**src/rtl/wb_pkg.sv**
```systemverilog
// Shared write-back types and constants.
// Used by the write-back arbiter and its result FIFO.
package wb_pkg;

    localparam int XLEN   = 32;
    localparam int REG_AW = 5;

    typedef struct packed {
        logic [REG_AW-1:0] rd;
        logic [XLEN-1:0]   data;
    } wb_req_t;

endpackage

```
**src/rtl/wb_fifo.sv**
```systemverilog
// Small FIFO of pending multi-cycle write-back results.
// Per-slot destinations and valid bits are exposed for hazard tracking.
module wb_fifo
    import wb_pkg::*;
#(
    parameter int DEPTH = 4
) (
    input  logic                             CLK,
    input  logic                             RST,
    input  logic                             PUSH,
    input  wb_req_t                          PUSH_REQ,
    input  logic                             POP,
    output wb_req_t                          HEAD,
    output logic                             FULL,
    output logic                             EMPTY,
    output logic [$clog2(DEPTH):0]           LEVEL,
    output logic [DEPTH-1:0][REG_AW-1:0]     ENTRY_RD,
    output logic [DEPTH-1:0]                 VALID
);

    localparam int AW = $clog2(DEPTH);

    wb_req_t [DEPTH-1:0] mem;
    logic [AW-1:0]       wptr;
    logic [AW-1:0]       rptr;
    logic [AW:0]         count;
    logic [DEPTH-1:0]    vld;

    // Pointer, occupancy and slot-valid bookkeeping.
    always_ff @(posedge CLK or posedge RST) begin
        if (RST) begin
            wptr  <= '0;
            rptr  <= '0;
            count <= '0;
            vld   <= '0;
        end else begin
            if (POP) begin
                rptr      <= rptr + AW'(1);
                vld[rptr] <= 1'b0;
            end
            if (PUSH) begin
                wptr      <= wptr + AW'(1);
                vld[wptr] <= 1'b1;
            end
            unique case ({PUSH, POP})
                2'b10:   count <= count + (AW+1)'(1);
                2'b01:   count <= count - (AW+1)'(1);
                default: count <= count;
            endcase
        end
    end

    // Entry storage; contents are qualified by the valid bits.
    always_ff @(posedge CLK) begin
        if (PUSH) mem[wptr] <= PUSH_REQ;
    end

    // Per-slot destination view for the pending mask.
    always_comb begin
        for (int i = 0; i < DEPTH; i++) begin
            ENTRY_RD[i] = mem[i].rd;
        end
    end

    assign HEAD  = mem[rptr];
    assign FULL  = (count == (AW+1)'(DEPTH));
    assign EMPTY = (count == '0);
    assign LEVEL = count;
    assign VALID = vld;

endmodule

```
**src/rtl/wb_arbiter.sv**
```systemverilog
// Register-file write-back arbiter: ALU port A over buffered port B.
// Optional macro WB_FIFO_BYPASS_EN sends B straight out when idle.
module wb_arbiter #(
    parameter int XLEN  = 32,
    parameter int DEPTH = 4
) (
    input  logic                       CLK,
    input  logic                       RST,
    input  logic                       A_VALID,
    input  logic [wb_pkg::REG_AW-1:0]  A_RD,
    input  logic [XLEN-1:0]            A_DATA,
    input  logic                       B_VALID,
    output logic                       B_READY,
    input  logic [wb_pkg::REG_AW-1:0]  B_RD,
    input  logic [XLEN-1:0]            B_DATA,
    output logic                       WE3,
    output logic [wb_pkg::REG_AW-1:0]  A3,
    output logic [XLEN-1:0]            WD3,
    output logic [31:0]                PEND,
    output logic [$clog2(DEPTH):0]     FIFO_LEVEL
);

    import wb_pkg::*;

    wb_req_t                     b_req;
    wb_req_t                     head;
    logic                        full;
    logic                        empty;
    logic [DEPTH-1:0][REG_AW-1:0] ent_rd;
    logic [DEPTH-1:0]            ent_vld;

    logic              a_wr;
    logic              b_xfer;
    logic              b_live;
    logic              pop;
    logic              push;
    logic              bypass;
    logic              nxt_we;
    logic [REG_AW-1:0] nxt_rd;
    logic [XLEN-1:0]   nxt_data;

    assign B_READY = !full && !RST;
    assign a_wr    = A_VALID && (A_RD != '0);
    assign b_xfer  = B_VALID && B_READY;
    assign b_live  = b_xfer && (B_RD != '0);
    assign pop     = !a_wr && !empty;

`ifdef WB_FIFO_BYPASS_EN
    assign bypass  = !a_wr && empty && b_live;
`else
    assign bypass  = 1'b0;
`endif

    assign push    = b_live && !bypass;
    assign b_req.rd   = B_RD;
    assign b_req.data = B_DATA;

    wb_fifo #(
        .DEPTH (DEPTH)
    ) u_fifo (
        .CLK      (CLK),
        .RST      (RST),
        .PUSH     (push),
        .PUSH_REQ (b_req),
        .POP      (pop),
        .HEAD     (head),
        .FULL     (full),
        .EMPTY    (empty),
        .LEVEL    (FIFO_LEVEL),
        .ENTRY_RD (ent_rd),
        .VALID    (ent_vld)
    );

    // Priority select: port A, then FIFO head, then bypassed port B.
    always_comb begin
        nxt_we   = 1'b0;
        nxt_rd   = A3;
        nxt_data = WD3;
        unique case (1'b1)
            a_wr: begin
                nxt_we   = 1'b1;
                nxt_rd   = A_RD;
                nxt_data = A_DATA;
            end
            pop: begin
                nxt_we   = 1'b1;
                nxt_rd   = head.rd;
                nxt_data = head.data;
            end
            bypass: begin
                nxt_we   = 1'b1;
                nxt_rd   = B_RD;
                nxt_data = B_DATA;
            end
            default: ;
        endcase
    end

    // Output stage feeding the register-file write port.
    always_ff @(posedge CLK or posedge RST) begin
        if (RST) begin
            WE3 <= 1'b0;
            A3  <= '0;
            WD3 <= '0;
        end else begin
            WE3 <= nxt_we;
            A3  <= nxt_rd;
            WD3 <= nxt_data;
        end
    end

    // Pending mask: OR of destinations held in live FIFO slots.
    always_comb begin
        PEND = '0;
        for (int i = 0; i < DEPTH; i++) begin
            if (ent_vld[i]) PEND[ent_rd[i]] = 1'b1;
        end
        PEND[0] = 1'b0;
    end

endmodule
```
**config.mk**
```make
export PLATFORM = sky130hd
export DESIGN_NAME = wb_arbiter
export DESIGN_NICKNAME = d
export VERILOG_FILES = /design/src/rtl/wb_pkg.sv /design/src/rtl/wb_fifo.sv /design/src/rtl/wb_arbiter.sv
export SDC_FILE = /design/constraint.sdc
export NUM_CORES = 1
export LEC_CHECK = 0
export ABC_CLOCK_PERIOD_IN_PS = 3800
export CAP_MARGIN = 20
export CORE_MARGIN = 5
export CORE_UTILIZATION = 50
export CTS_BUF_LIST = sky130_fd_sc_hd__clkbuf_2
export CTS_CLUSTER_SIZE = 24
export DETAILED_ROUTE_END_ITERATION = 16
export PLACE_DENSITY = 0.76
export SLEW_MARGIN = 30
export SYNTH_ARGS = -nofsm -noshare
export SYNTH_HDL_FRONTEND = slang
export SYNTH_SLANG_ARGS = --single-unit
```
**constraint.sdc**
```tcl
create_clock -name CLK -period 3.8 [get_ports CLK]
set_clock_uncertainty 0.15 [all_clocks]
set_input_delay 1.14 -clock CLK [delete_from_list [all_inputs] [get_ports CLK]]
set_output_delay 1.14 -clock CLK [all_outputs]
set_load 0.02 [all_outputs]
```
==> qor.yml <==
run_status:
  result_of_the_run: "finished, final reports clean"
worst_setup_path:
  crit_path_frequent_cell: "buf_4"
  critical_path.endpoint_type: "output port"
  crit_path_cell_trace: "buf_4 -> buf_4 -> nand2_1 -> nor2_1 -> a22oi_1 -> o211ai_1 -> clkdlybuf4s15_1"
  worst-endpoint-arrival_ns: 2.41
  worstSetupPathType: "register to output port"
  timing.critical_path.slowest_stage_cell: "edfxtp_1"
  crit_fanout: 6
  worst_path_largest_cell_delay_ns: 0.43
  critical_path.startpoint_type: "register"
  timing.critical_path.required_ns: 2.51
synthesis:
  count_of_warnings_emitted_by_yosys: 0
  synth_commonest_cells: "148 x edfxtp_1, 87 x nand2_1, 52 x nor2_1"
  synthTopCellsByArea: "edfxtp_1 51%, dfrtp_1 14%, mux4_2 9.5%"
  synthCells: 628
  synth_edf_count: 148
  post_synth_instance_area_um2: 8755
  yosysTopAreaCellShare: 0.5076
  ys.flop_type: "edfxtp_1"
  ys_async_sr_fraction: 0.2487
  synthDistinctLibCells: 41
  synth_nets: 716
  synth.ff_latch_count: 197
  yosys.cell_count.top_type: "edfxtp_1"
  share_of_synthesized_area_occupied_by_flip_flops_and_latches: 0.6477
  synth_top_area_cell: "edfxtp_1"
  post_synth.cell_area_avg_um2: 13.94
finish:
  n_antenna_cell: 0
  area_growth_syn_to_layout_pct: 26.58
  drive_above_1_share: 0.2341
  final_cell_area_um2: 11080
  nets: 908
sta:
  hold_ws_ns: 0.4139
  timing.final.crit_share: 0.9731
  slew_headroom: 0.4673
  setup_viol: 0
  timing.final.crit_period_ns: 3.698
  maxClockFrequency_ghz: 0.2704
  transition_time_at_the_pin_with_the_least_slew_margin_ns: 0.7979
  timing.final.max_slew_violations: 0
  hold_viol_final: 0
clock_network:
  cts.sinks: 197
  clock_tree.root_cell: "clkbuf_2"
  tritoncts: "yes"
  clk_pin_slew_worst_paths_ns: 0.25
  htreeDepth: 4
  clock_insertion_delay_worst_skew_ns: 0.76
  clock_path_buffers: 2
  cts_buffer_count: 17
drt:
  drt_iter0_drc: 472
  vias_per_cell: 6.002
  wire_length_after_detailed_routing_mm: 23.69
  detail_route.wl_per_cell_um: 22.39
  routed-via-count: 6350
  route.detailed.drc: 0
  ant_nets: 0
  first_pass_iters: 5
floorplanning:
  initial_utilization: 0.5079
  num_rows: 48
  floorplan.die.height_um: 142.3
  floorplan.core_area_um2: 17240
  top_level_pins: 152
  die_x_um: 142.3
  die-area_um2: 20260
power_and_ir_drop:
  max-vdd-ir-drop_uv: 322.6
  pwr_density_cell_nw_per_um2: 577.9
  leakagePower_nw: 4.047
global_routing:
  grt_pass1_wl_mm: 36.62
  globalRouteTotalUtil: 0.2381
  overflow: 0
  antenna_found_initial: 1
  grt_max_degree: 80
  grt_pass1_vias: 6552
placed_design:
  final_replace_weighted_congestion: 0.9242
  placed_area_um2: 10580
  hpwlAfterDp_mm: 15.98
  placement.io_buffers: 150
min_path:
  worst_hold_path_type: "register to register"
run:
  drv_cap: 0
-- path summary, 6_finish.rpt --
kind	from	end	slack, ns	depth (start not counted)
max	u_fifo.ENTRY_RD[17]$_DFFE_PP_	PEND[13]	0.10	7
min	WD3[23]$_DFFE_PP0P_	WD3[23]$_DFFE_PP0P_	0.41	2
max reg2reg	u_fifo.LEVEL[1]$_DFFE_PP0P_	u_fifo.mem[142]$_DFFE_PP_	1.35	7
min reg2reg	WD3[23]$_DFFE_PP0P_	WD3[23]$_DFFE_PP0P_	0.41	2
max in group asynchronous	RST	A3[1]$_DFFE_PP0P_	2.14	3
min in group asynchronous	RST	WD3[7]$_DFFE_PP0P_	0.68	2
-- sequential cells by signal, indices dropped and copies added (netlist names), 2 cells and up --
signal           cells
u_fifo.LEVEL         3
A3                   5
WD3                 32
u_fifo.ENTRY_RD     20
u_fifo.mem         128
u_fifo.VALID         4
u_fifo.wptr          2
u_fifo.rptr          2
-- through the flow --
| step | setup TNS [ns] | utilization | setup slack (ns) | instances | power [W] |
|---|---|---|---|---|---|
| after global placement | 0 | 0.6137 | 0.08087 | 979 | 0.005455 |
| after global routing | -0.01806 | 0.6429 | -0.01527 | 1058 | 0.006744 |
| after floorplan | 0 | - | 0.2310 | 628 | 0.004503 |
| final | 0 | 0.6429 | 0.1023 | 1058 | 0.006404 |
| after CTS | 0 | 0.6402 | 0.005585 | 1049 | 0.006441 |
| after detailed placement | 0 | 0.6137 | 0.03926 | 979 | 0.005559 |
-- worst max-delay path, delay by kind of cell, from the launching register on --
kind | cells | cell delay, ns
buffers and inverters | 3 | 0.62
flip-flops | 1 | 0.43
AND/OR/NAND/NOR | 2 | 0.30
AO/OA/AOI/OAI | 2 | 0.30
-- timing repair --
action                     in CTS  in global routing
hold buffers                    0                  0
gates resized for setup        67                 61
setup endpoints to repair      31                 29
buffers inserted               38                  9
pin swaps                       0                  0
-- cells in the final DEF (no fill, tap or decap), types with 13 or more instances in the layout --
| cell type | n |
|---|---|
| a22oi_1 | 13 |
| a31oi_1 | 36 |
| buf_4 | 64 |
| clkbuf_2 | 35 |
| clkdlybuf4s50_1 | 119 |
| dfrtp_1 | 44 |
| edfxtp_1 | 148 |
| inv_1 | 13 |
| mux4_2 | 37 |
| nand2_1 | 87 |
| nand3_1 | 13 |
| nor2_1 | 50 |
| o221ai_1 | 18 |
-- metal layers --
| metal | up-vias | wire length (µm) | GRT usage |
|---|---|---|---|
| met3 | 59 | 1575 | 0.06216 |
| met2 | 302 | 11880 | 0.4075 |
| met5 | - | 13 | 0 |
| li1 | 2810 | - | - |
| met4 | 2 | 717 | 0.08104 |
| met1 | 3177 | 9507 | 0.2966 |
-- cell families (layout without fill, tap and decap cells) --
group | Yosys count | after routing | synth area share
mux | 39 | 39 | 0.09776
fa+ha+maj | 10 | 10 | 0.01515
flops | 197 | 197 | 0.6477
xor+xnor | 5 | 5 | 0.005003
simple gates | 212 | 212 | 0.1165
compound gates | 106 | 106 | 0.08947
other cells | 1 | 1 | 0.0004283
buf+inv | 58 | 263 | 0.02801
-- area by class of cell --
cell class	instances	area (µm²)
Fill cell	1277	6155
Sequential cell	197	5679
Multi-Input combinational cell	373	2935
Timing Repair Buffer	217	1952
Tap cell	225	281.5
Clock buffer	20	100.1
Clock inverter	12	81.33
Inverter	14	52.55
-- power by group --
part | internal, W | total, W | switching (W)
Sequential | 0.00271 | 0.00304 | 0.000335
Combinational | 0.00119 | 0.00251 | 0.00132
Clock | 0.000176 | 0.000848 | 0.000672
No activity file was read; power rests on OpenSTA's default activity.
